[src/rtl/laser_pkg.sv]
// laser_pkg: receiver FSM states and default timing constants
package laser_pkg;
    typedef enum logic [1:0] {ACQUIRE, BEAM_OK, BROKEN, LOST} state_t;
    localparam int DEF_DEBOUNCE_CYCLES = 16;
    localparam int DEF_LOSS_TIMEOUT = 1024;
endpackage

[src/rtl/laser_debounce.sv]
// laser_debounce: 2-flop synchroniser plus persistence filter; glitch_evt flags a rejected mismatch run
module laser_debounce import laser_pkg::*; #(
    parameter int DEBOUNCE_CYCLES = DEF_DEBOUNCE_CYCLES
) (
    input  logic clk,
    input  logic rst,
    input  logic raw_in,
    output logic level_out,
    output logic glitch_evt
);
    localparam int CW = $clog2(DEBOUNCE_CYCLES + 1);
    logic [1:0] sync_q, sync_d;
    logic filt_q, filt_d, sync, accept;
    logic [CW-1:0] cnt_q, cnt_d;
    always_comb begin
        sync = sync_q[1];
        sync_d = {sync_q[0], raw_in};
        accept = sync != filt_q && cnt_q + 1'b1 == CW'(DEBOUNCE_CYCLES);
        filt_d = accept ? sync : filt_q;
        cnt_d = (sync == filt_q || accept) ? '0 : cnt_q + 1'b1;
        glitch_evt = sync == filt_q && cnt_q != '0;
    end
    always_ff @(posedge clk) begin
        if (rst) begin
            sync_q <= 2'b00;
            filt_q <= 1'b0;
            cnt_q <= '0;
        end else begin
            sync_q <= sync_d;
            filt_q <= filt_d;
            cnt_q <= cnt_d;
        end
    end
    assign level_out = filt_q;
endmodule

[src/rtl/laser_receiver.sv]
// laser_receiver: beam-break FSM with break pulse, loss timeout and saturating counters (LASER_RX_GLITCH_CNT_EN adds glitch_count)
module laser_receiver import laser_pkg::*; #(
    parameter int DEBOUNCE_CYCLES = DEF_DEBOUNCE_CYCLES,
    parameter int LOSS_TIMEOUT = DEF_LOSS_TIMEOUT,
    parameter int CNT_W = 16
) (
    input  logic clk,
    input  logic rst,
    input  logic photo_in,
    input  logic clear_count,
    output logic beam_ok,
    output logic break_pulse,
    output logic beam_lost,
    output logic [CNT_W-1:0] break_count
`ifdef LASER_RX_GLITCH_CNT_EN
    ,
    output logic [CNT_W-1:0] glitch_count
`endif
);
    localparam int TW = $clog2(LOSS_TIMEOUT + 1);
    state_t state_q, state_d;
    logic [TW-1:0] timer_q, timer_d;
    logic [CNT_W-1:0] bcnt_q, bcnt_d;
    logic beam_ok_q, beam_lost_q, pulse_q;
    logic filt, glitch_evt, brk, timeout;
    laser_debounce #(.DEBOUNCE_CYCLES(DEBOUNCE_CYCLES)) u_debounce (
        .clk(clk),
        .rst(rst),
        .raw_in(photo_in),
        .level_out(filt),
        .glitch_evt(glitch_evt)
    );
    always_comb begin
        brk = state_q == BEAM_OK && !filt;
        timeout = state_q == BROKEN && timer_q + 1'b1 == TW'(LOSS_TIMEOUT);
        state_d = filt ? BEAM_OK : brk ? BROKEN : timeout ? LOST : state_q;
        timer_d = (state_q == BROKEN && !filt && !timeout) ? timer_q + 1'b1 : '0;
        bcnt_d = clear_count ? CNT_W'(brk) : bcnt_q + CNT_W'(brk && !(&bcnt_q));
    end
    always_ff @(posedge clk) begin
        if (rst) begin
            state_q <= ACQUIRE;
            timer_q <= '0;
            bcnt_q <= '0;
            beam_ok_q <= 1'b0;
            beam_lost_q <= 1'b0;
            pulse_q <= 1'b0;
        end else begin
            state_q <= state_d;
            timer_q <= timer_d;
            bcnt_q <= bcnt_d;
            beam_ok_q <= state_d == BEAM_OK;
            beam_lost_q <= state_d == LOST;
            pulse_q <= brk;
        end
    end
    assign beam_ok = beam_ok_q;
    assign beam_lost = beam_lost_q;
    assign break_pulse = pulse_q;
    assign break_count = bcnt_q;
`ifdef LASER_RX_GLITCH_CNT_EN
    logic [CNT_W-1:0] gcnt_q, gcnt_d;
    always_comb gcnt_d = clear_count ? CNT_W'(glitch_evt) : gcnt_q + CNT_W'(glitch_evt && !(&gcnt_q));
    always_ff @(posedge clk) gcnt_q <= rst ? '0 : gcnt_d;
    assign glitch_count = gcnt_q;
`else
    logic unused_glitch;
    assign unused_glitch = glitch_evt;
`endif
endmodule

[config.mk]
export PLATFORM = sky130hd
export DESIGN_NAME = laser_receiver
export DESIGN_NICKNAME = d
export VERILOG_FILES = /design/src/rtl/laser_pkg.sv /design/src/rtl/laser_debounce.sv /design/src/rtl/laser_receiver.sv
export SDC_FILE = /design/constraint.sdc
export NUM_CORES = 1
export LEC_CHECK = 0
export ABC_AREA = 0
export BUFFER_PORTS_ARGS = -buffer_cell sky130_fd_sc_hd__buf_2
export CAP_MARGIN = 10
export CELL_PAD_IN_SITES_DETAIL_PLACEMENT = 1
export CELL_PAD_IN_SITES_GLOBAL_PLACEMENT = 2
export CORE_ASPECT_RATIO = 1.75
export CORE_UTILIZATION = 34
export DETAILED_ROUTE_END_ITERATION = 10
export PLACE_DENSITY = 0.83
export SLEW_MARGIN = 20
export SYNTH_ARGS = -nofsm -noshare
export SYNTH_HDL_FRONTEND = slang
export SYNTH_SLANG_ARGS = --single-unit
[constraint.sdc]
create_clock -name clk -period 3.1 [get_ports clk]
set_clock_uncertainty 0.15 [all_clocks]
set_input_delay 0.93 -clock clk [delete_from_list [all_inputs] [get_ports clk]]
set_output_delay 0.93 -clock clk [all_outputs]
set_load 0.01 [all_outputs]
### Word level (Yosys, flattened, before mapping)

Index checks and enable logic that the tools add are counted.

* add/sub/neg operators: 3
* shift-type cells: 0
* mux-type cells: 4
* div/mod/pow operators: 0
* multipliers: 0
* order comparisons: 0
* reductions and logical operators: 14
* bitwise operators: 1
* equality and inequality tests: 8

Operators with widths (number)
* adder 16 x 1 -> 16 bit: 1
* AND reduction 16 bit: 1
* adder 11 x 1 -> 11 bit, second input constant: 1
* == test 11 bit, second input constant: 1
* logical AND 1 bit: 6
* two-way mux 2 bit: 3
* OR reduction 2 bit: 3
* adder 5 x 1 -> 5 bit, second input constant: 1
* == test 5 bit, second input constant: 1
* == test 2 x 1 -> 1 bit, second input constant: 2
* == test 2 bit, second input constant: 2
* logical NOT 1 bit: 3
* == test 1 bit: 1
* logical OR 1 bit: 1
* two-way mux 1 bit: 1
* != test 1 bit: 1
* NOT 1 bit: 1

* memories kept: 0
* output and inout bits: 19
* memory bits (writable): 0
* logic and storage cells: 40
* memory bits (read-only): 0
* flip-flop bits (word level): 40
* bits in latches: 0

### Depth between registers and ports, before layout

Gate-level depths: netlist of run 1.

* depth in word-level cells: 7
* mapped depth: 11

### Modules after synthesis

A second synthesis of run 1 with hierarchy kept.

* cells, all modules: 201
* area total of the unflattened synthesis: 1843.0 sq um

By module, submodules not included
* laser_receiver: times used 1, area each 1400.1 sq um, cells each 156
* laser_debounce: times used 1, area each 442.9 sq um, cells each 45

### Worst setup path after synthesis of run 1

OpenSTA, ideal clock, no wires.

* path kind: reg-to-reg
* start: register bcnt_q[6] (netlist: break_count[6])
* end: register bcnt_q[8] (netlist: break_count[8])
* arrival time: 2.169 ns
* path buffers: 0
* period minus slack after synthesis: 2.437 ns
* required time: 2.831 ns
* cell stages (with the launch flop): 12
* setup slack: 0.663 ns
* library setup time: 0.119 ns
* cells stage by stage: dfxtp_1 > and4_1 > and4_1 > nand3_1 > nor3_1 > nor4_1 > ha_1 > ha_1 > and3_1 > and3_1 > xnor2_1 > nor2_1

* cells in the longest elaborated chain, start to end: 4

Ends and longest elaborated chain
* start, declared: RTL line laser_receiver.sv:23 `logic [CNT_W-1:0] bcnt_q, bcnt_d;`
* start signal, assigned: RTL line laser_receiver.sv:51 `bcnt_q <= bcnt_d;`
* AND reduction 16 bit: RTL line laser_receiver.sv:38 `bcnt_d = clear_count ? CNT_W'(brk) : bcnt_q + CNT_W'(brk && !(&bcnt_q));`
* logical NOT 1 bit: RTL line laser_receiver.sv:38
* logical AND 1 bit: RTL line laser_receiver.sv:38
* adder 16 x 1 -> 16 bit (*): RTL line laser_receiver.sv:38

Mark *: on every way between the ends. The rest lies on a longest branch, timed or not.
A chain may end at the register's enable or synchronous reset.

### Worst setup path in the final report of run 1

Same ends and word-level chain as after synthesis.

==> results by group, run 1 <==
Detailed routing
  • Initial DRC count: 29
  • Vias per std cell: between 5 and 6
  • Drt first pass iters: 3
  • Vias: approximately 1400
  • DRC Markers: 0
  • Routed Antenna Nets: 0
  • Routed WL: around 3800 µm
  • Routed wire length per instance: roughly 14 µm

Cells and area
  • Non-Filler Instances: approximately 270
  • Antenna cells: 0
  • Share of cells above drive strength 1: 15.5%
  • Final nets: 227
  • Layout overhead on the synthesized area: 14.6%

Clock network
  • Post-CTS Hold Buffers: 0
  • Clk root buf: clkbuf_8
  • # Post-CTS Setup Buffers: 0
  • CTS Buffer Depth: 2
  • Total CTS buffers: 5
  • Clock slew at reported path FFs: 0.08 ns
  • # clock sinks: 40
  • Clock Latency Late Sink: ~0.29 ns
  • CTS tree: yes
  • CTS HTree Levels: 2
  • Post-CTS sizing: 0

Setup path
  • Endpoint class of the critical path: register
  • Setup CP Type: reg2reg
  • Critical path's slowest cell: dfxtp_1
  • CP peak stage delay: between 0.4 and 0.5 ns
  • R2r endpoint: break_count[8]
  • Crit path required time: 3.12 ns
  • Worst path cell trace: and4_1, and4_1, nand3_1, nor3_1, nor4_1, ha_1, ha_1, and3_1, and3_1, xnor2_1, nor2_1
  • Worst R2R Start: break_count[6]
  • CP Launch Type: register
  • Worst-path fanout max: 6
  • CP Buf/Inv Count: 0
  • CP arrival: roughly 2.7 ns
  • CP delay by family, top: simple AND/OR/NAND/NOR gates
  • Reg2Reg Setup Slack: around 0.43 ns
  • Worst r2r path cells: 11

Die
  • Core area: approximately 5000 µm²
  • Ports: 23
  • Die Wd: 56.5 µm
  • Starting density of the core: between 30% and 40%
  • Die ar.: roughly 5500 µm²
  • Die Y: between 90 and 100 µm
  • FP Rows: 34

Synth
  • Avg Cell Area, Syn: 9.12 µm²
  • Area leader, netlist: dfxtp_1
  • Syn Nets: 203
  • Most used DFF post-synth: dfxtp_1
  • Dominant cells by area after synthesis: dfxtp_1 (45%), nor2_1 (7.2%), xnor2_1 (6.4%)
  • Yosys warnings: 0
  • Ys async rst share: 0%
  • Post-synth EDFFs: 0
  • Sequential area share after synthesis: 45.3%
  • Synth top cells by count: dfxtp_1 (40), nor2_1 (34), nand3_1 (16), xnor2_1 (13), xor2_1 (13)
  • Count leader, synth: dfxtp_1
  • Top cell type's share of synthesized area: 45.3%
  • Yosys reg bits: 40
  • Gate Count Post-Synth: approximately 190
  • Cell variety after synth: 36
  • Synthesized cell area: between 1500 and 2000 µm²

Worst hold path
  • Min-Delay Path Class: reg2reg
  • Hold Path Origin: u_debounce.sync_q[0]
  • Hold EP: u_debounce.sync_q[1]
  • Hold depth: 1

Pwr
  • NetSw: 188 µW
  • Worst IR Drop VDD: 0.344 mV
  • Clk pwr share: between 40% and 50%
  • Power per cell area: 467 nW/µm²
  • Reg power frac: between 50% and 60%
  • Sw frac: about a fifth
  • Internal: approximately 760 µW
  • Combinational power share: between 1 and 1.5%
  • P_leak: 0.000777 µW

GRT
  • Global-route wire length before repair: 6470 µm
  • Total GRT Usage: ~15%
  • Largest net degree at the start of global routing: 15
  • Vias in the first global route: roughly 1400
  • Initial antenna violation count: 0
  • Grt total ovfl: 0

Timing
  • Slew Limit Fails: 0
  • Fin crit period: about 2.7 ns
  • Worst hold slack: 0.292 ns
  • Tcrit/Tclk final: approximately 86%
  • Endpoints failing hold: 0
  • Maximum clock rate: 375 MHz
  • Post-route setup TNS: 0 ns
  • Rel. slew slack: roughly 65%
  • Final setup viols: 0
  • Slew @ Worst Pin: 0.530 ns
  • RSZ-0062 raised after global routing: false

Run status
  • Outcome: completed

Job
  • Maxcap violations: 0

Placement
  • HPWL reported at the end of detailed placement: 2950 µm
  • Dpl cells: 265
  • RePlAce Congestion: ~0.78
  • Port bufs: 22
per-layer routing:
metal / part of all wire [%] / up-vias / track usage [%]
met1: 40 / 674 / 15.7
li1: - / 725 / -
met3: 3.5 / 9 / 3.60
met2: 54 / 25 / 26.9
met4: 2.4 / 0 / 8.44
met5: 0 / - / 0
through the flow:
stage	utilization (%)	cell area, µm²	setup WS [ns]	total power [µW]
after global routing	40.7	2030	0.149	984
final	40.7	2030	0.434	947
after CTS	40.7	2030	0.376	963
after detailed placement	38.6	1920	0.401	542
after global placement	38.6	1920	0.408	542
after floorplan	-	1770	0.663	537
registers in the layout, summed over array words and instances (netlist names):
register and count:
break_count 16, state_q 2, u_debounce.level_out 1, timer_q 11, break_pulse 1, beam_ok 1, u_debounce.sync_q 2, u_debounce.cnt_q 5
beam_lost 1
cells in the final DEF (no fill, tap or decap), types with 2 or more instances in the layout:
cell,count
nand3_1,16
inv_1,2
nor4_1,2
or3_1,3
o21ai_0,2
nor2_1,34
xor2_1,13
a311oi_1,2
ha_1,5
nand4_1,6
a21oi_1,7
and4_1,5
nand2_1,10
o21ai_1,2
and3_1,6
clkbuf_8,5
buf_2,22
dfxtp_1,40
and2_1,2
mux2i_1,2
xnor2_1,13
nor2b_1,3
how the worst max path moves through the flow:
| stage | startpoint | endpoint | cells past startpoint | slack [ns] |
|---|---|---|---|---|
| 6_report | break_count[6] | break_count[8] | 11 | 0.43 |
| 5_1_grt | break_count[8] | break_count[9] | 11 | 0.15 |
| 4_1_cts | break_count[8] | break_count[9] | 11 | 0.38 |
| 3_5_place_dp | break_count[8] | break_count[9] | 11 | 0.40 |
| 3_3_place_gp | break_count[8] | break_count[9] | 11 | 0.41 |
| 2_1_floorplan | break_count[6] | break_count[8] | 11 | 0.66 |
logic make-up (layout without fill, tap and decap cells):
family / after synthesis / in the layout / synth area share, %
AOI/OAI and AO/OA: 18 / 18 / 6.51
xor gates and xnor gates: 26 / 26 / 12.9
adders and majority gates: 5 / 5 / 3.54
buffers and inverters: 8 / 33 / 2.12
DFF: 40 / 40 / 45.3
muxes: 2 / 2 / 1.13
and+or+nand+nor: 95 / 95 / 28.6
layout make-up:
cell class,instances,area (µm²)
inverter,3,11.3
multi-input combinational,146,931
sequential,40,801
clock buffer,6,72.6
timing repair buffer,22,110
fill,598,2950
clock inverter,2,35.0
tap,54,67.6
power groups by stage:
stage               logic (µW)  clock network (µW)  registers, µW
floorplan                 8.05                   0            529
global placement          12.7                   0            529
detailed placement        12.9                   0            529
CTS                       12.9                 433            517
global route              14.2                 453            517
finish                    12.5                 417            517
Note: power is estimated with default switching activity, not from simulation.
==> run 2: changes to the inputs <==
--- a/config.mk
+++ b/config.mk
@@ -11,9 +11,10 @@
 export CELL_PAD_IN_SITES_DETAIL_PLACEMENT = 1
 export CELL_PAD_IN_SITES_GLOBAL_PLACEMENT = 2
 export CORE_ASPECT_RATIO = 1.75
-export CORE_UTILIZATION = 34
+export CORE_UTILIZATION = 35
 export DETAILED_ROUTE_END_ITERATION = 10
-export PLACE_DENSITY = 0.83
+export GPL_TIMING_DRIVEN = 0
+export PLACE_DENSITY = 0.85
 export SLEW_MARGIN = 20
 export SYNTH_ARGS = -nofsm -noshare
 export SYNTH_HDL_FRONTEND = slang
==> constraint.sdc (replaced) <==
create_clock -name clk -period 3.2 [get_ports clk]
set_clock_uncertainty 0.15 [all_clocks]
set_input_delay 0.96 -clock clk [delete_from_list [all_inputs] [get_ports clk]]
set_output_delay 0.96 -clock clk [all_outputs]
set_load 0.01 [all_outputs]
==> run 2 against run 1 <==
Effect of this change: setup slack improved by 0.070 ns; sequential cell count did not move; utilization rose by 2.0 points; global-route usage rose by 0.99 points; register-to-register slack improved by 0.07 ns; non-clock buffer count rose by 4; routed wire length did not move; clock power fell by 2%; largest power group unchanged.
==> results by group, run 2 (synthesis gave the netlist of run 1 again) <==
Setup path
  • Worst path cell trace: and4_1, and4_1, nand3_1, nor3_1, nor4_1, ha_1, ha_1, and3_1, and3_1, xnor2_1, nor2_1
  • Worst-path fanout max: 5
  • CP Launch Type: register
  • CP arrival: 2.73 ns
  • Crit path required time: 3.23 ns
  • CP peak stage delay: a little over 0.4 ns
  • Critical path's slowest cell: dfxtp_1
  • Endpoint class of the critical path: register
  • Setup CP Type: reg2reg

Timing
  • Maximum clock rate: ~370 MHz
  • Tcrit/Tclk final: 84.3%
  • Fin crit period: 2.70 ns
  • Post-route setup TNS: 0 ns
  • Slew @ Worst Pin: ~0.47 ns
  • RSZ-0062 raised after global routing: false
  • Final setup viols: 0
  • Worst hold slack: roughly 0.3 ns
  • Rel. slew slack: 68.4%
  • Fin worst setup slack: between 0.5 and 0.6 ns
  • Endpoints failing hold: 0
  • Slew Limit Fails: 0

Detailed routing
  • DRC Markers: 0
  • Routed Antenna Nets: 0
  • Vias: about 1400
  • Routed WL: 3760 µm
  • Routed wire length per instance: 13.7 µm
  • Drt first pass iters: 4
  • Vias per std cell: 5.25
  • Initial DRC count: 51

Die
  • Die Y: 96.1 µm
  • Starting density of the core: ~37%
  • Ports: 23
  • Die ar.: 5350 µm²
  • FP Rows: 33
  • Core area: around 4800 µm²
  • Die Wd: 55.7 µm

Run status
  • Outcome: completed

Pwr
  • Power per cell area: around 450 nW/µm²
  • NetSw: around 190 µW
  • Internal: approximately 740 µW
  • Sw frac: between 20% and 30%
  • Worst IR Drop VDD: ~0.30 mV
  • Reg power frac: a little over half
  • P_leak: ~0.00078 µW
  • Combinational power share: about 1.4%
  • Clk pwr share: 44.2%

Cells and area
  • Max FFs per register: 16
  • Final nets: between 200 and 250
  • Multi-input combinational cell area: 931 µm²
  • Most common cell after layout, fill and taps aside: dfxtp_1
  • Design area: 2050 µm²
  • Filler cell count: between 500 and 600
  • Commonest non-fill, non-tap cells in the layout: dfxtp_1 (40), nor2_1 (34), buf_2 (21), nand3_1 (16)
  • Share of cells above drive strength 1: 15.2%
  • FF+latch area: about 800 µm²
  • Antenna cells: 0
  • Non-Filler Instances: approximately 280
  • Layout overhead on the synthesized area: 15.7%

Placement
  • RePlAce Congestion: around 0.8
  • Post-Place Cell Area: 1940 µm²
  • HPWL reported at the end of detailed placement: between 2000 and 3000 µm
  • Dpl cells: roughly 270
  • Port bufs: 21
  • Place WS: about 0.49 ns

Clock network
  • Post-CTS Hold Buffers: 0
  • # clock sinks: 40
  • # Post-CTS Setup Buffers: 0
  • CTS tree: yes
  • Clock slew at reported path FFs: 0.08 ns
  • CTS Buffer Depth: 2
  • Clock Latency Late Sink: 0.30 ns
  • CTS HTree Levels: 2
  • Post-CTS sizing: 0
  • Clk root buf: clkbuf_8
  • Total CTS buffers: 5

GRT
  • Initial antenna violation count: 0
  • Grt total ovfl: 0
  • Total GRT Usage: ~16%
  • Global-route wire length before repair: 6600 µm
  • Largest net degree at the start of global routing: 13
  • Vias in the first global route: 1462

Worst hold path
  • Min-Delay Path Class: reg2reg

Job
  • Maxcap violations: 0
run 2: changes by cell type in the layout (fill, tap and decap cells not counted):
cell | before | now
buf_2 | 22 | 21
buf_6 | 0 | 1
clkbuf_1 | 1 | 5
run 2: power by group through the flow:
stage / combinational, µW / clock (µW) / sequential [µW]
final: 12.7 / 407 / 501
after global routing: 14.7 / 438 / 501
after CTS: 13.3 / 421 / 501
after detailed placement: 13.2 / 0 / 513
after global placement: 13.0 / 0 / 512
after floorplan: 7.80 / 0 / 513
run 2: worst max-delay path: cells and delay by family (launching register included):
kind,cells,cell delay (ns)
XOR/XNOR,1,0.14
adder cells (fa/ha/maj),2,0.47
flip-flops,1,0.41
AND/OR/NAND/NOR,8,1.41
run 2: area by class of cell:
| type | count | share of cell area, % |
|---|---|---|
| Buffer | 5 | 1.28 |
| Clock buffer | 6 | 3.55 |
| Tap cell | 52 | 3.18 |
| Inverter | 3 | 0.550 |
| Sequential cell | 40 | 39.1 |
| Multi-Input combinational cell | 146 | 45.5 |
| Clock inverter | 2 | 1.71 |
| Timing Repair Buffer | 21 | 5.13 |
run 2: routing by layer:
layer	wire [µm]	part of all wire [%]	global-route usage, %
met5	0	0	0
met2	1960	52	29.1
met4	145	3.9	10.8
met3	113	3.0	3.09
met1	1540	41	16.8
run 2: through the flow:
step | power (µW) | utilization (%)
2_1_floorplan | 520 | -
3_3_place_gp | 525 | 40.5
3_5_place_dp | 526 | 40.5
4_1_cts | 935 | 42.7
5_1_grt | 954 | 42.7
6_report | 921 | 42.7
run 2: worst paths after layout:
kind	startpoint	endpoint	slack, ns	depth (start not counted)
min	u_debounce.sync_q[0]	u_debounce.sync_q[1]	0.30	1
min reg2reg	u_debounce.sync_q[0]	u_debounce.sync_q[1]	0.30	1
max reg2reg	break_count[7]	break_count[8]	0.50	11
max	break_count[7]	break_count[8]	0.50	11
